`config.mk`:
```
export PLATFORM = sky130hd
export DESIGN_NAME = ofdm_frame_deframer
export DESIGN_NICKNAME = d
export VERILOG_FILES = /design/src/rtl/ofdm_frame_deframer.sv
export SDC_FILE = /design/constraint.sdc
export NUM_CORES = 1
export LEC_CHECK = 0
export CORE_AREA = 3 3 80 82
export CTS_BUF_LIST = sky130_fd_sc_hd__clkbuf_8
export CTS_CLUSTER_SIZE = 30
export DETAILED_ROUTE_END_ITERATION = 6
export DIE_AREA = 0 0 83 85
export MAX_ROUTING_LAYER = met4
export PLACE_DENSITY = 0.83
export SLEW_MARGIN = 20
export SYNTH_ARGS = -nofsm -noshare
export SYNTH_HDL_FRONTEND = slang
export SYNTH_SLANG_ARGS = --single-unit
```
`constraint.sdc`:
```
create_clock -name clock -period 2.1 [get_ports clock]
set_clock_uncertainty 0.2 [all_clocks]
set_input_delay 0.63 -clock clock [delete_from_list [all_inputs] [get_ports clock]]
set_output_delay 0.63 -clock clock [all_outputs]
set_load 0.01 [all_outputs]
```
`src/rtl/ofdm_frame_deframer.sv`:
```
// ============================================================================
// Module   : ofdm_frame_deframer
// Purpose  : Receive-side OFDM deframer. Tags preamble samples, marks symbol
//            starts and end of frame, and flags mid-frame sop. Defining the
//            macro OFDM_DEFRAMER_CP_STRIP_EN drops cyclic-prefix samples.
// Revision : 1.0  initial release
// ============================================================================
`default_nettype none

module ofdm_frame_deframer #(
  parameter int PREAMB_LEN    = 320,
  parameter int SYM_LEN       = 80,
  parameter int CP_LEN        = 16,
  parameter int SYM_PER_FRAME = 10
) (
  input  logic        clock,
  input  logic        reset,
  input  logic        enable,
  input  logic        valid_in,
  input  logic        sop_in,
  input  logic [15:0] I_in,
  input  logic [15:0] Q_in,
  output logic [15:0] I_out,
  output logic [15:0] Q_out,
  output logic        valid_out,
  output logic        preamb_flag,
  output logic        sos_out,
  output logic        eof_out,
  output logic        frame_err
);

`ifdef OFDM_DEFRAMER_CP_STRIP_EN
  localparam bit STRIP = 1'b1;
`else
  localparam bit STRIP = 1'b0;
`endif

  localparam int CNT_MAX = (PREAMB_LEN > SYM_LEN) ? PREAMB_LEN - 1 : SYM_LEN - 1;
  localparam int CNT_W   = (CNT_MAX < 2) ? 1 : $clog2(CNT_MAX + 1);
  localparam int SYM_W   = (SYM_PER_FRAME < 2) ? 1 : $clog2(SYM_PER_FRAME);
  localparam int SOS_POS = STRIP ? CP_LEN : 0;

  localparam logic [CNT_W-1:0] PRE_LAST  = CNT_W'(PREAMB_LEN - 1);
  localparam logic [CNT_W-1:0] SAMP_LAST = CNT_W'(SYM_LEN - 1);
  localparam logic [CNT_W-1:0] SOS_CNT   = CNT_W'(SOS_POS);
  localparam logic [SYM_W-1:0] SYM_LAST  = SYM_W'(SYM_PER_FRAME - 1);

  typedef enum logic [1:0] {IDLE, PREAMB, PAYLOAD} state_t;

  state_t             state_q, state_d;
  logic [CNT_W-1:0]   samp_cnt_q, samp_cnt_d;
  logic [SYM_W-1:0]   sym_cnt_q, sym_cnt_d;
  logic [15:0]        i_q, i_d, q_q, q_d;
  logic               valid_q, valid_d, preamb_q, preamb_d;
  logic               sos_q, sos_d, eof_q, eof_d, err_q, err_d;

  always_comb begin
    state_d    = state_q;
    samp_cnt_d = samp_cnt_q;
    sym_cnt_d  = sym_cnt_q;
    i_d        = i_q;
    q_d        = q_q;
    preamb_d   = preamb_q;
    valid_d    = 1'b0;
    sos_d      = 1'b0;
    eof_d      = 1'b0;
    err_d      = 1'b0;

    if (enable && valid_in) begin
      if (sop_in) begin
        // A sop always restarts the preamble, even when a frame is in flight.
        state_d    = PREAMB;
        samp_cnt_d = CNT_W'(1);
        sym_cnt_d  = '0;
        valid_d    = 1'b1;
        preamb_d   = 1'b1;
        i_d        = I_in;
        q_d        = Q_in;
        err_d      = (state_q != IDLE);
      end else begin
        case (state_q)
          PREAMB: begin
            valid_d  = 1'b1;
            preamb_d = 1'b1;
            i_d      = I_in;
            q_d      = Q_in;
            if (samp_cnt_q == PRE_LAST) begin
              state_d    = PAYLOAD;
              samp_cnt_d = '0;
              sym_cnt_d  = '0;
            end else begin
              samp_cnt_d = samp_cnt_q + 1'b1;
            end
          end
          PAYLOAD: begin
            // With CP stripping, SOS_CNT is the first kept sample; otherwise 0.
            if ((samp_cnt_q > SOS_CNT) || (samp_cnt_q == SOS_CNT)) begin
              valid_d  = 1'b1;
              preamb_d = 1'b0;
              i_d      = I_in;
              q_d      = Q_in;
              sos_d    = (samp_cnt_q == SOS_CNT);
            end
            if (samp_cnt_q == SAMP_LAST) begin
              samp_cnt_d = '0;
              if (sym_cnt_q == SYM_LAST) begin
                eof_d     = 1'b1;
                state_d   = IDLE;
                sym_cnt_d = '0;
              end else begin
                sym_cnt_d = sym_cnt_q + 1'b1;
              end
            end else begin
              samp_cnt_d = samp_cnt_q + 1'b1;
            end
          end
          default: ;
        endcase
      end
    end
  end

  always_ff @(posedge clock or posedge reset) begin
    if (reset) begin
      state_q    <= IDLE;
      samp_cnt_q <= '0;
      sym_cnt_q  <= '0;
      i_q        <= '0;
      q_q        <= '0;
      valid_q    <= 1'b0;
      preamb_q   <= 1'b0;
      sos_q      <= 1'b0;
      eof_q      <= 1'b0;
      err_q      <= 1'b0;
    end else begin
      state_q    <= state_d;
      samp_cnt_q <= samp_cnt_d;
      sym_cnt_q  <= sym_cnt_d;
      i_q        <= i_d;
      q_q        <= q_d;
      valid_q    <= valid_d;
      preamb_q   <= preamb_d;
      sos_q      <= sos_d;
      eof_q      <= eof_d;
      err_q      <= err_d;
    end
  end

  assign I_out       = i_q;
  assign Q_out       = q_q;
  assign valid_out   = valid_q;
  assign preamb_flag = preamb_q;
  assign sos_out     = sos_q;
  assign eof_out     = eof_q;
  assign frame_err   = err_q;

endmodule

`default_nettype wire

```
==> results.json, run 1 <==
{
  "status": "finished, final reports clean",
  "ys_ff_latch": 52,
  "root_buffer": "clkbuf_8",
  "setup_viol": 0,
  "die_y_um": 85,
  "core_sq_um": 5820,
  "rr_endpoint": "sym_cnt_q[0]$_DFFE_PP0P_",
  "stdcell_count": 434,
  "utilization": 0.608,
  "worstMarginPinSlew_ps": 376,
  "drc_errors": 0,
  "slowest_delay_ps": 550,
  "clock_latency_ps": 300,
  "num_vias": 2190,
  "layout-drive-gt1-share": 0.103,
  "initial_core_util": 0.432,
  "dr.pass1.iters": 4,
  "hold_path_startpoint": "Q_out[9]$_DFFE_PP0P_",
  "r2r-start": "samp_cnt_q[1]$_DFFE_PP0P_",
  "p_leak_uw": 0.00167,
  "num_antenna_cells": 0,
  "fmax_mhz": 486,
  "htree_levels": 2,
  "synth_area_per_cell_sq_um": 9.15,
  "cp.depth": 1,
  "crit_path_end_kind": "output pin",
  "r2r_slack_ps": 120,
  "path_clk_slew_ps": 90,
  "port_buffers": 73,
  "num_io_pins": 74,
  "netlist-cell-type-count": 44,
  "drv_slew": 0,
  "synth_nets": 319,
  "globalplace.congestion": 0.849,
  "seq_area_frac_synth": 0.517,
  "syn_inst": 275,
  "crit_arrival_ps": 1230,
  "drtIter0Drc": 139,
  "numCtsBuffers": 5,
  "cts.sinks": 52,
  "fin_crit_sh": 0.979,
  "hold_path_end": "Q_out[9]$_DFFE_PP0P_",
  "nNetsFinal": 402,
  "critical_path.startpoint_type": "flop",
  "grt_pass1_wl_mm": 9.76,
  "cp_data_required_time_ps": 1270,
  "overflow": 0,
  "cp_num_buf_inv": 1,
  "postCtsHoldBufs": 0,
  "yosys_warnings": 0,
  "path_cells": "clkdlybuf4s50_1",
  "grt_pass1_vias": 2142,
  "place_inst": 426,
  "power_density_nw_per_um2": 762,
  "fin_crit_ps": 2060,
  "total_power_uw": 2700,
  "async_reset_ff_frac": 1.00,
  "dp_hpwl_mm": 4.33,
  "cts_setup_buffers": 0,
  "wire_per_inst_um": 13.4,
  "antenna_found_initial": 0,
  "cts_resized": 1,
  "timing.slew.headroom": 0.749,
  "cp_max_fo": 2,
  "via_per_inst": 5.05,
  "ir_worst_vdd_mv": 0.431,
  "rsz0062_at_grt": "no",
  "ys.flop_type": "dfrtp_1",
  "grt_util_all_layers": 0.174,
  "chipWidth_um": 83,
  "r2r_cells": 5,
  "synth_edf_count": 0,
  "drt-total-wl_mm": 5.82,
  "rows": 28,
  "hold_viol_final": 0,
  "min_path_cells": 2,
  "cp_top_family": "buffers and inverters",
  "antenna_left": 0,
  "area_growth_pct": 40.7,
  "timing.max_cap.violations": 0,
  "clockBufferDepth": 2,
  "grt_max_degree": 53,
  "die_area_sq_um": 7060,
  "syn-cell-area_sq_um": 2510,
  "hold_class": "flop to flop",
  "path_class": "flop to output pin",
  "cts_tree": "done",
  "slowest_stage": "clkdlybuf4s50_1"
}
worst reg2reg max path, cell delays in order, from the launching register on:
cell and delay [ps]:
dfrtp_1 390, ha_1 230, and4b_2 340, a21oi_4 110, a211oi_4 250, mux2_1 350
Yosys cell counts (4+ instances only):
cell,n,area share
nand2b_1,6,0.015
inv_1,6,0.0090
nor3_1,6,0.012
clkbuf_1,4,0.0060
nor2_1,15,0.022
ha_1,7,0.035
buf_2,4,0.0080
dfrtp_1,52,0.52
o21ai_0,10,0.020
nand2_1,111,0.17
nand3_1,5,0.0099
routing by layer:
layer	vias up	wire length (um)	GRT usage
met5	-	0	-
met4	0	154	0.0758
met3	15	307	0.0388
met2	71	2930	0.287
met1	1032	2430	0.205
li1	1072	-	-
registers in the layout (all words and copies together), names as in the netlist:
register and cells:
eof_out 1, Q_out 16, sos_out 1, state_q 2, preamb_flag 1, I_out 16
valid_out 1, frame_err 1, sym_cnt_q 4, samp_cnt_q 9
area by class of cell:
cell class / instances / area (sq um)
fillers: 476 / 2280
flip-flops and latches: 52 / 1300
multi-input cells: 204 / 1120
repair buffers: 89 / 890
well taps: 75 / 93.8
clock buffers: 5 / 68.8
clock inverters: 3 / 42.5
inverters: 6 / 22.5
layout by cell type (no fill, tap or decap), drive strengths merged, types with 2 or more instances in the layout:
cell type / netlist / routed
nand2: 112 / 112
clkdlybuf4s50: 0 / 69
dfrtp: 52 / 52
nor2: 16 / 16
buf: 9 / 16
o21ai: 10 / 10
nand2b: 7 / 7
ha: 7 / 7
nor3: 6 / 6
inv: 6 / 6
nand3: 5 / 5
clkbuf: 4 / 5
o22ai: 3 / 3
dlymetal6s2s: 0 / 3
and4b: 3 / 3
and2: 2 / 2
nor2b: 2 / 2
a31oi: 2 / 2
o31ai: 2 / 2
and3: 2 / 2
mux2i: 2 / 2
o21bai: 2 / 2
o211ai: 2 / 2
nor4: 2 / 2
mux2: 2 / 2
a21oi: 2 / 2
o41ai: 2 / 2
logic make-up after synthesis:
logic type      count (synthesis)  synth area share
flops                          52             0.517
buf+inv                        19            0.0408
compound gates                 30            0.0970
mux                             4            0.0169
simple gates                  163             0.293
fa+ha+maj                       7            0.0348
worst max-delay path by stage:
stage / end / start
2_1_floorplan: I_out[0]$_DFFE_PP0P_ / reset
3_3_place_gp: samp_cnt_q[6]$_DFFE_PP0P_ / sop_in
4_1_cts: I_out[13] / I_out[13]$_DFFE_PP0P_
6_report: I_out[13] / I_out[13]$_DFFE_PP0P_
3_5_place_dp: sym_cnt_q[0]$_DFFE_PP0P_ / sop_in
5_1_grt: I_out[13] / I_out[13]$_DFFE_PP0P_
per-stage QoR:
| step | cell area, sq um | worst slack (ps) | setup TNS, ps | hold WS (ps) |
|---|---|---|---|---|
| 3_5_place_dp | 3400 | -398 | -15320 | 261 |
| 6_report | 3540 | 43.3 | 0 | 277 |
| 4_1_cts | 3510 | 31.4 | 0 | 284 |
| 5_1_grt | 3540 | 0.553 | 0 | 307 |
| 3_3_place_gp | 3400 | -309 | -12550 | 256 |
| 2_1_floorplan | 2510 | 12.1 | 0 | 285 |
power by group:
| part | leakage, uW | switching, uW | internal [uW] |
|---|---|---|---|
| registers | 0.000646 | 112 | 1160 |
| clock network | 0.0000541 | 321 | 353 |
| logic | 0.000973 | 346 | 407 |
| total | 0.00167 | 779 | 1920 |
Power figures use the tool's default switching activity.
==> run 2: changes to the inputs <==
Settings changed: CORE_AREA 3 3 80 82 to 3 3 70 72, CTS_CLUSTER_DIAMETER set to 200, DIE_AREA 0 0 83 85 to 0 0 73 75, DONT_BUFFER_PORTS set to 1, HOLD_SLACK_MARGIN set to 0.05, PLACE_DENSITY 0.83 to 0.81.
==> results.json, run 2 (same netlist as run 1, synthesis figures left out) <==
{
  "status": "finished, final reports clean",
  "rsz0062_at_grt": "no",
  "setup-tns-final_ps": 0,
  "met3_length_um": 374,
  "drtIter0Drc": 125,
  "cp_num_buf_inv": 1,
  "drc_errors": 0,
  "nNetsFinal": 330,
  "port_buffers": 0,
  "wire_per_inst_um": 14.8,
  "antenna_found_initial": 0,
  "grt_max_degree": 37,
  "timing.slew.headroom": 0.719,
  "critical_path.startpoint_type": "flop",
  "hold_viol_final": 0,
  "power_density_nw_per_um2": 834,
  "final_cell_mix": "nand2_1 (111), dfrtp_1 (52), nor2_1 (15)",
  "cp_max_fo": 8,
  "clockBufferDepth": 2,
  "setup_viol": 0,
  "fin_crit_ps": 2000,
  "layout-drive-gt1-share": 0.122,
  "crit_arrival_ps": 2000,
  "worstSetupStartpoint": "samp_cnt_q[5]$_DFFE_PP0P_",
  "min_path_cells": 2,
  "dp_hpwl_mm": 3.81,
  "ir_worst_vdd_mv": 0.415,
  "cp_data_required_time_ps": 2100,
  "routed.top_layer": "met4",
  "hold_class": "input port to flop",
  "grt_pass1_wl_mm": 8.10,
  "area_growth_pct": 9.25,
  "crit_path_end_kind": "flop",
  "htree_levels": 2,
  "p_leak_uw": 0.00136,
  "slowest_stage": "dfrtp_1",
  "path_class": "flop to flop",
  "cp.depth": 5,
  "path_clk_slew_ps": 100,
  "globalplace.congestion": 0.854,
  "r2r_cells": 5,
  "final_common_cell": "nand2_1",
  "root_buffer": "clkbuf_8",
  "via_per_inst": 5.62,
  "rows": 24,
  "rr_endpoint": "sym_cnt_q[0]$_DFFE_PP0P_",
  "place_inst": 326,
  "dr.pass1.iters": 6,
  "total_power_uw": 2290,
  "die_area_sq_um": 5480,
  "drt-total-wl_mm": 5.03,
  "fillCellCount": 355,
  "die_y_um": 75,
  "num_vias": 1904,
  "numCtsBuffers": 5,
  "r2r-start": "samp_cnt_q[5]$_DFFE_PP0P_",
  "path_cells": "nor4b_4 -> buf_4 -> nand2_2 -> a211oi_4 -> mux2_1",
  "timing.max_cap.violations": 0,
  "initial_core_util": 0.578,
  "fin_crit_sh": 0.955,
  "num_io_pins": 74,
  "slowest_delay_ps": 490,
  "worstMarginPinSlew_ps": 421,
  "r2r_slack_ps": 100,
  "antenna_left": 0,
  "overflow": 0,
  "cts_tree": "done",
  "cts.sinks": 52,
  "clock_latency_ps": 300,
  "drv_slew": 0,
  "wl_met2_mm": 2.61,
  "crit_end": "sym_cnt_q[0]$_DFFE_PP0P_",
  "core_sq_um": 4350,
  "stdcell_count": 339,
  "fmax_mhz": 499,
  "cp_top_family": "flip-flops",
  "dpl_worst_slack_ps": -10.4,
  "chipWidth_um": 73,
  "num_antenna_cells": 0,
  "met1_length_mm": 1.96,
  "grt_util_all_layers": 0.198,
  "setup_ws_ps": 95.2,
  "grt_pass1_vias": 1795
}
==> run 2: how the worst min path moves through the flow <==
| stage | start | end |
|---|---|---|
| after floorplan | sym_cnt_q[2]$_DFFE_PP0P_ | sym_cnt_q[2]$_DFFE_PP0P_ |
| after CTS | Q_in[1] | Q_out[1]$_DFFE_PP0P_ |
| after detailed placement | sym_cnt_q[2]$_DFFE_PP0P_ | sym_cnt_q[2]$_DFFE_PP0P_ |
| after global routing | I_in[11] | I_out[11]$_DFFE_PP0P_ |
| final | Q_in[1] | Q_out[1]$_DFFE_PP0P_ |
| after global placement | sym_cnt_q[2]$_DFFE_PP0P_ | sym_cnt_q[2]$_DFFE_PP0P_ |
==> run 2: cell type report <==
cell class	instances	area [sq um]	share of cell area
Sequential cell	52	1300	0.474
Multi-Input combinational cell	204	1110	0.405
Timing Repair Buffer	17	155	0.0565
Clock buffer	5	68.8	0.0250
Tap cell	52	65.1	0.0237
Clock inverter	3	22.5	0.00820
Inverter	6	22.5	0.00820
==> run 2: per-layer routing <==
layer	GRT usage	vias to the layer above
li1	-	927
met1	0.221	898
met2	0.341	68
met3	0.0601	11
met4	0.0615	0
met5	-	-
==> run 2: through the flow <==
stage               cell area, sq um   util  hold slack [ps]
detailed placement              2620  0.601              314
global route                    2750  0.631              217
CTS                             2740  0.629              215
global placement                2620  0.601              310
finish                          2750  0.631              224
floorplan                       2510      -              285
==> run 2: where the power goes <==
part	total, uW	leakage [uW]	internal (uW)	switching, uW
registers	1350	0.000646	1160	193
logic	367	0.000661	153	214
clock network	572	0.0000485	239	333
==> run 2: timing repair <==
item                                   4_1_cts  5_1_grt
setup buffers                                3        1
hold buffers                                 1        0
endpoints found under the hold margin       18        0
pin swaps                                    1        1
setup endpoints to repair                    7        5
resized for setup                            0        1
